--- config.mk ---
export PLATFORM = sky130hd
export DESIGN_NAME = load_store_unit
export DESIGN_NICKNAME = d
export VERILOG_FILES = /design/src/rtl/load_store_unit_pkg.sv /design/src/rtl/lsu_align.sv /design/src/rtl/load_store_unit.sv
export SDC_FILE = /design/constraint.sdc
export NUM_CORES = 1
export LEC_CHECK = 0
export ABC_AREA = 1
export CAP_MARGIN = 20
export CORE_ASPECT_RATIO = 1.75
export CORE_UTILIZATION = 47
export CTS_BUF_LIST = sky130_fd_sc_hd__clkbuf_4 sky130_fd_sc_hd__clkbuf_8 sky130_fd_sc_hd__clkbuf_16
export DETAILED_ROUTE_END_ITERATION = 7
export PLACE_DENSITY_LB_ADDON = 0.08
export SYNTH_ARGS = -nofsm -noshare
export SYNTH_HDL_FRONTEND = slang
export SYNTH_SLANG_ARGS = --single-unit
--- constraint.sdc ---
create_clock -name i_clk -period 4.1 [get_ports i_clk]
set_input_delay 0.41 -clock i_clk [delete_from_list [all_inputs] [get_ports i_clk]]
set_output_delay 0.41 -clock i_clk [all_outputs]
set_load 0.02 [all_outputs]
--- src/rtl/load_store_unit_pkg.sv ---
`default_nettype none
// ============================================================================
// Module      : load_store_unit_pkg
// Description : Shared access-size encodings and FSM state type for the LSU.
// Revision    : 1.0 - initial release
// ============================================================================
package load_store_unit_pkg;

    localparam logic [1:0] SIZE_BYTE = 2'b00;
    localparam logic [1:0] SIZE_HALF = 2'b01;
    localparam logic [1:0] SIZE_WORD = 2'b10;

    typedef enum logic [1:0] {
        IDLE = 2'd0,
        REQ  = 2'd1,
        WAIT = 2'd2,
        RESP = 2'd3
    } lsu_state_e;

endpackage
`default_nettype wire

--- src/rtl/lsu_align.sv ---
`default_nettype none
// ============================================================================
// Module      : lsu_align
// Description : Byte-enable generation, store-lane replication and load
//               extract/sign-or-zero extension for a 32-bit data path.
// Revision    : 1.0 - initial release
// ============================================================================
module lsu_align
    import load_store_unit_pkg::*;
(
    input  logic [1:0]  i_size,
    input  logic [1:0]  i_addr_lo,
    input  logic        i_unsigned,
    input  logic [31:0] i_wdata,
    input  logic [31:0] i_rdata,
    output logic [3:0]  o_be,
    output logic [31:0] o_wdata,
    output logic [31:0] o_rdata
);

    logic [7:0]  w_byte;
    logic [15:0] w_half;

    assign w_byte = i_rdata[{i_addr_lo, 3'b000} +: 8];
    assign w_half = i_rdata[{i_addr_lo[1], 4'b0000} +: 16];

    // Size 2'b11 falls through to the word path.
    always_comb begin
        o_be    = 4'b1111;
        o_wdata = i_wdata;
        o_rdata = i_rdata;
        case (i_size)
            SIZE_BYTE: begin
                o_be    = 4'b0001 << i_addr_lo;
                o_wdata = {4{i_wdata[7:0]}};
                o_rdata = {{24{~i_unsigned & w_byte[7]}}, w_byte};
            end
            SIZE_HALF: begin
                o_be    = 4'b0011 << {i_addr_lo[1], 1'b0};
                o_wdata = {2{i_wdata[15:0]}};
                o_rdata = {{16{~i_unsigned & w_half[15]}}, w_half};
            end
            default: begin
                o_be    = 4'b1111;
                o_wdata = i_wdata;
                o_rdata = i_rdata;
            end
        endcase
    end

endmodule
`default_nettype wire

--- src/rtl/load_store_unit.sv ---
`default_nettype none
// ============================================================================
// Module      : load_store_unit
// Description : MEM-stage load/store unit running one req/gnt/rvalid data
//               bus transaction per access. Optional MISALIGN_EXC_EN macro
//               flags misaligned half/word accesses instead of issuing them.
// Revision    : 1.0 - initial release
// ============================================================================
module load_store_unit
    import load_store_unit_pkg::*;
#(
    parameter int ADDR_WIDTH = 32
) (
    input  logic                  i_clk,
    input  logic                  i_rst,
    input  logic                  i_mem_read,
    input  logic                  i_mem_write,
    input  logic [1:0]            i_d_size,
    input  logic                  i_d_unsigned,
    input  logic [ADDR_WIDTH-1:0] i_addr,
    input  logic [31:0]           i_wdata,
    output logic [31:0]           o_rdata,
    output logic                  o_stall,
    output logic                  o_misaligned,
    output logic                  o_dmem_req,
    output logic                  o_dmem_we,
    output logic [ADDR_WIDTH-1:0] o_dmem_addr,
    output logic [3:0]            o_dmem_be,
    output logic [31:0]           o_dmem_wdata,
    input  logic                  i_dmem_gnt,
    input  logic                  i_dmem_rvalid,
    input  logic [31:0]           i_dmem_rdata
);

    lsu_state_e            r_state;
    logic                  r_req;
    logic                  r_we;
    logic [ADDR_WIDTH-1:0] r_addr;
    logic [1:0]            r_size;
    logic                  r_uns;
    logic [3:0]            r_be;
    logic [31:0]           r_wdata;
    logic [31:0]           r_rdata;

    logic                  w_idle;
    logic                  w_op;
    logic                  w_we;
    logic                  w_misaligned;
    logic [1:0]            w_sel_size;
    logic [1:0]            w_sel_lo;
    logic                  w_sel_uns;
    logic [3:0]            w_be;
    logic [31:0]           w_wdata;
    logic [31:0]           w_rdata_fmt;

    assign w_idle = (r_state == IDLE);
    assign w_op   = i_mem_read | i_mem_write;
    // A simultaneous read and write request is serviced as a load.
    assign w_we   = i_mem_write & ~i_mem_read;

`ifdef MISALIGN_EXC_EN
    assign w_misaligned = w_idle & w_op &
                          (((i_d_size == SIZE_HALF) & i_addr[0]) |
                           (((i_d_size == SIZE_WORD) | (i_d_size == 2'b11)) &
                            (i_addr[1:0] != 2'b00)));
`else
    assign w_misaligned = 1'b0;
`endif

    // The aligner sees live inputs while capturing, captured values afterwards.
    assign w_sel_size = w_idle ? i_d_size     : r_size;
    assign w_sel_lo   = w_idle ? i_addr[1:0]  : r_addr[1:0];
    assign w_sel_uns  = w_idle ? i_d_unsigned : r_uns;

    lsu_align u_align (
        .i_size     (w_sel_size),
        .i_addr_lo  (w_sel_lo),
        .i_unsigned (w_sel_uns),
        .i_wdata    (i_wdata),
        .i_rdata    (i_dmem_rdata),
        .o_be       (w_be),
        .o_wdata    (w_wdata),
        .o_rdata    (w_rdata_fmt)
    );

    always_ff @(posedge i_clk) begin
        if (i_rst) begin
            r_state <= IDLE;
            r_req   <= 1'b0;
            r_we    <= 1'b0;
            r_addr  <= '0;
            r_size  <= SIZE_BYTE;
            r_uns   <= 1'b0;
            r_be    <= 4'b0000;
            r_wdata <= 32'd0;
            r_rdata <= 32'd0;
        end else begin
            case (r_state)
                IDLE: begin
                    if (w_op && !w_misaligned) begin
                        r_addr  <= i_addr;
                        r_size  <= i_d_size;
                        r_uns   <= i_d_unsigned;
                        r_we    <= w_we;
                        r_be    <= w_be;
                        r_wdata <= w_wdata;
                        r_req   <= 1'b1;
                        r_state <= REQ;
                    end
                end
                REQ: begin
                    if (i_dmem_gnt) begin
                        r_req   <= 1'b0;
                        r_state <= r_we ? RESP : WAIT;
                    end
                end
                WAIT: begin
                    if (i_dmem_rvalid) begin
                        r_rdata <= w_rdata_fmt;
                        r_state <= RESP;
                    end
                end
                RESP: begin
                    r_state <= IDLE;
                end
                default: begin
                    r_state <= IDLE;
                    r_req   <= 1'b0;
                end
            endcase
        end
    end

    assign o_stall      = (w_idle & w_op & ~w_misaligned) |
                          (r_state == REQ) | (r_state == WAIT);
    assign o_misaligned = w_misaligned;
    assign o_rdata      = r_rdata;
    assign o_dmem_req   = r_req;
    assign o_dmem_we    = r_we;
    assign o_dmem_addr  = {r_addr[ADDR_WIDTH-1:2], 2'b00};
    assign o_dmem_be    = r_be;
    assign o_dmem_wdata = r_wdata;

endmodule
`default_nettype wire

Word-level counts from Yosys, hierarchy flattened
Index checks and enable logic that the tools add are counted.

Word-level logic and storage cells: 50. Register bits: 107. Output and inout port bits: 104.

Reduce and logical (&&, ||, !) cells: 7. Mux-type cells: 14. Eq/ne operators: 7. Shift operators: 4. Bitwise logic cells: 9.

Operator list (count): case mux 32 bit (2 select lines) (2); variable part select 32 x 6 -> 16 bit (1); variable part select 32 x 6 -> 8 bit (1); 2-to-1 mux 2 bit (5); case mux 2 bit (4 select lines) (1); case mux 4 bit (2 select lines) (1); AND reduction 3 bit (2); AND 1 bit (4); == test 2 x 1 -> 1 bit (second input constant) (2); == test 2 bit (second input constant) (2); logical NOT 2 bit (2); 2-to-1 mux 1 bit (4); inequality test 2 bit (second input constant) (2); AND reduction 2 bit (2); << shifter 1 x 2 -> 4 bit (first input constant) (1); << shifter 2 x 2 -> 4 bit (first input constant) (1); bitwise OR 1 bit (3); inequality test 2 x 1 -> 1 bit (second input constant) (1); NOT 1 bit (2); case mux 1 bit (2 select lines) (1); nonzero test 2 bit (1).

Logic depth before layout (Yosys ltp)
Depth in word-level cells: 5. Depth in mapped cells: 13. Mapped depth without buffers: 12.

Modules after synthesis
A second synthesis with hierarchy kept.

Cells, all modules: 764. Area total of the unflattened synthesis: 5286.3 um2.

By module, submodules not included: load_store_unit (area an instance 4135.2 um2, cells each 533, times used 1, sequential area each 2142.1 um2); lsu_align (area an instance 1151.1 um2, cells each 231, times used 1, sequential area each 0.0 um2).

Worst setup path before layout
No wires, ideal clock.

Kind: register -> output. Start: register r_state[0]. End: output o_stall. Required time: 3690 ps. Cell stages (with the launch flop): 9. Buffers on the path: 2. Arrival time: 1684 ps. Slack: 2006 ps. Cells stage by stage: dfxtp_1 > inv_1 > ha_1 > buf_6 > nand2_1 > nand2_1 > inv_2 > clkbuf_1 > nand3_1.

Cells in the longest elaborated chain, start to end: 4. Elaborated cells between the ends (all ways): 6. Classes of those cells: eq/ne: 2; bitwise: 3; reduce/logical: 1.

Ends and longest elaborated chain: start, declared (RTL line load_store_unit.sv:35) `lsu_state_e r_state;`; start signal, assigned (RTL line load_store_unit.sv:114) `r_state <= r_we ? RESP : WAIT;`; logical NOT 2 bit (RTL line load_store_unit.sv:56) `assign w_idle = (r_state == IDLE);`; AND 1 bit (RTL line load_store_unit.sv:134) `assign o_stall = (w_idle & w_op & ~w_misaligned) |`; bitwise OR 1 bit (RTL line load_store_unit.sv:134); bitwise OR 1 bit * (RTL line load_store_unit.sv:135) `(r_state == REQ) | (r_state == WAIT);`; end, declared (RTL line load_store_unit.sv:23) `output logic o_stall,`.

Every way passes the cells marked *; elsewhere a longest branch is shown, timed or not.

Worst setup path in the final report
Start: register r_state[0]. End: register r_rdata[0], in the netlist o_rdata[0].

Cells in the longest elaborated chain, start to end: 4. Elaborated cells between the ends (all ways): 10. Classes of those cells: eq/ne: 2; shift: 2; mux: 3; reduce/logical: 3.

Ends and longest elaborated chain: logical NOT 2 bit (RTL line load_store_unit.sv:56); 2-to-1 mux 2 bit (on tied branches) (RTL line load_store_unit.sv:72, load_store_unit.sv:71); variable part select 32 x 6 -> 16 bit (tied with other cells) (RTL line lsu_align.sv:25) `assign w_half = i_rdata[{i_addr_lo[1], 4'b0000} +: 16];`; case mux 32 bit (2 select lines) (RTL line lsu_align.sv:32) `case (i_size)`; end signal, assigned (RTL line load_store_unit.sv:119) `r_rdata <= w_rdata_fmt;`; end, declared (RTL line load_store_unit.sv:43) `logic [31:0] r_rdata;`.

Several ways; a longest one is shown, not always the timed one. A chain may end at the register's enable or synchronous reset.

==> results.md <==
- Compound-gate portion of the synthesized area: 0.208
- Sw Ratio: 0.447
- Final setup violation count: 0
- DR WL met3: 1200 µm
- Post-DP Area: 7030 µm²
- Ys async rst share: 0
- Wire length per cell: 15.3 µm
- Total Wirelength: 15900 µm
- Fmax: 307 MHz
- WHS Endpoint: r_uns
- Core region area: 10700 µm²
- Area of the multi-input gates: 2320 µm²
- Final Util: 0.684
- Post-CTS Resized: 0
- Die height: 141 µm
- Power per cell area: 683 nW/µm²
- CTS tree: built
- Critical Path Max Stage Delay: 0.78 ns
- Port Buffers: 205
- Die X: 81.3 µm
- EDFF count, synth: 0
- Adder-Cell Fraction of Synth Area: 0.00725
- Slew Viols, Final: 0
- Slew headroom: 0.408
- Max VDD drop: 0.402 mV
- Cell Rows: 50
- HP Class: reg2reg
- Synth top area cells: dfxtp_1 41%, nand2_1 14%, a21oi_1 8.3%
- # DRC: 0
- Final Cycle Share: 0.794
- Met2 wire len: 8430 µm
- Max Buffers Root-to-Sink: 2
- Buffers & Inverters on Critical Path: 2
- Sequential area share after synthesis: 0.414
- 1st-pass router iterations: 5
- P&R area growth vs syn: 41.3%
- Tmin final: 3.26 ns
- Highest Signal Layer: met4
- Leakage power: 3.14 nW
- Setup crit start kind: flip-flop
- Hold Path Depth: 2
- Die area: 11500 µm²
- Post-CTS setup buffer count: 0
- Avg Inst Size Synth: 6.92 µm²
- Crit end category: flip-flop
- Max Clock Skew: 0.00787 ns
- R2r endpoint: o_rdata[0]
- Int Pwr: 2.76 mW
- Syn Inst Count: 748
- Final Cell Area: 7320 µm²
- Initial Util: 0.484
- I/O Pins: 209
- Global route overflow: 0
- Combinational family with the most area after synthesis: simple AND/OR/NAND/NOR gates
- Initial drt markers: 274
- Clock power share: 0.169
- Largest area contributor in the netlist: dfxtp_1
- Reg2reg start: r_state[0]
- Routed Antenna Nets: 0
- Top-count cell post-synth: nand2_1
- WS Path Type: reg2reg
- CP arrival: 3.53 ns
- Status: completed
- Min Hold Slack: 0.451 ns
- Reg2reg path depth: 7
- Post-Syn Area: 5180 µm²
- Simple-Gate Fraction of Synth Area: 0.230
- Max-Cap Viols: 0
- GPL Wtd Cong: 0.851
- Post-synthesis register bit count: 107
- Flop pwr share: 0.297
- Tot GR Track Use: 0.279
- Slowest CP cell: o21ai_2
- CP Data Required Time: 4.37 ns
- Library cells used by synthesis: 29
- Initial antenna violation count: 0
- Hold Buf Count CTS: 0
- Post-DP HPWL: 11700 µm
- Syn. warnings: 0
- Clock slew at reported path FFs: 0.07 ns
- H-tree Lvls: 3
- Global-route wire length before repair: 24600 µm
- Cts bufs inserted: 9
- Crit-path leading delay family: compound AO/OA/AOI/OAI gates
- Filler instances: 949
- Xor/xnor cell area share of the yosys netlist: 0
- TNS Setup: 0 ns
- Sequential Area: 2140 µm²
- R2R setup slack: 0.84 ns
- Clock Sinks: 107
- Total power: 5.00 mW
- Layout cells sized above 1: 0.0554
- Main synth FF type: dfxtp_1
- Clk_lat worst skew: 0.36 ns
- Slew @ Worst Pin: 0.887 ns
- Root buffer cell: clkbuf_16
- Hold Vio Cnt, Final: 0
- Combinational Power Share: 0.534
- Vias: 5411
- Yosys top cell area share: 0.414
- Number of global-route vias before repair: 5281
- Ant diodes: 0
- Most frequent cells after synthesis: 195 x nand2_1, 107 x dfxtp_1, 86 x a21oi_1
- Final net count: 1006
- Largest net degree at the start of global routing: 82
- Vias per cell: 5.24
- CP cell instances: inv_1 > ha_1 > o21ai_2 > inv_1 > nand2_1 > a21oi_1 > a21oi_1
- RSZ-0062 raised after global routing: false
- Hold_sp: r_uns
- Worst-path fanout max: 21
- M1 wire length: 5670 µm
- Net Sw Power: 2.24 mW
- Mux share of post-synthesis cell area: 0
## area by class of cell
type,instances,share of cell area
repair buffers,211,0.289
clock inverters,5,0.00598
multi-input cells,492,0.317
inverters,77,0.0395
clock buffers,11,0.0337
well taps,130,0.0222
flip-flops and latches,107,0.293
## cell families (layout without fill, tap and decap cells)
| kind of cell | count (synthesis) | count (layout) |
|---|---|---|
| compound gates | 190 | 190 |
| fa+ha+maj | 3 | 3 |
| buf+inv | 151 | 304 |
| simple gates | 296 | 296 |
| flops | 107 | 107 |
| other cells | 1 | 3 |
## through the flow
| stage | setup WS (ns) | cells |
|---|---|---|
| after floorplan | 2.01 | 750 |
| after CTS | 0.939 | 1033 |
| after global routing | 0.617 | 1033 |
| final | 0.845 | 1033 |
| after global placement | 1.10 | 1016 |
| after detailed placement | 0.964 | 1017 |
## routing by layer
layer | up-vias | GRT usage
met2 | 219 | 0.499
met4 | 0 | 0.132
met5 | - | 0
li1 | 2670 | -
met3 | 43 | 0.0783
met1 | 2479 | 0.287
## worst max path at each step
stage | startpoint | to | cells after the start
final | r_state[0] | o_rdata[0] | 7
after detailed placement | r_state[0] | o_rdata[0] | 7
after CTS | r_state[0] | o_rdata[0] | 7
after global routing | r_state[0] | o_rdata[11] | 9
after global placement | r_state[0] | o_rdata[10] | 9
after floorplan | r_state[0] | o_stall | 8
## power by group through the flow
stage	clock network, mW	logic (mW)	registers [mW]
floorplan	0	1.57	1.71
global placement	0	2.60	1.50
detailed placement	0	2.65	1.51
CTS	0.859	2.67	1.49
global route	0.897	2.91	1.51
finish	0.847	2.67	1.48
## worst reg2reg max path: cells and delay by family (launching register included)
family	cells	cell delay (ns)
fa+ha+maj	1	0.38
simple gates	1	0.62
flops	1	0.38
compound gates	3	1.13
buf+inv	2	0.67
## cells in the final DEF, fill, tap and decap left out
cell type	synthesis	layout
clkdlybuf4s50_1	0	204
nand2_1	195	194
dfxtp_1	107	107
a21oi_1	86	86
inv_1	71	71
nor2_1	63	63
o21ai_0	60	60
nand3_1	28	28
o211ai_1	17	17
o21ai_2	12	12
a31oi_1	9	9
clkbuf_16	0	9
nand2_2	5	6
buf_4	34	5
inv_2	4	4
o2111ai_1	3	3
ha_1	3	3
conb_1	1	3
clkinv_1	2	2
clkinvlp_4	0	2
o21ai_4	1	1
nor2_4	1	1
o21a_1	1	1
nor2_2	1	1
nand4_4	1	1
nand3b_1	1	1
nand4_1	1	1
a31o_2	1	1
clkbuf_8	0	1
inv_6	0	1
inv_8	0	1
clkinv_4	0	1
clkbuf_4	0	1
buf_2	4	1
buf_16	0	1
## registers in the layout (all words and copies together) (netlist names)
register      flops
r_addr           32
o_dmem_we         1
o_dmem_be         4
o_rdata          32
o_dmem_req        1
r_uns             1
r_size            2
o_dmem_wdata     32
r_state           2
No activity file was read; power rests on OpenSTA's default activity.
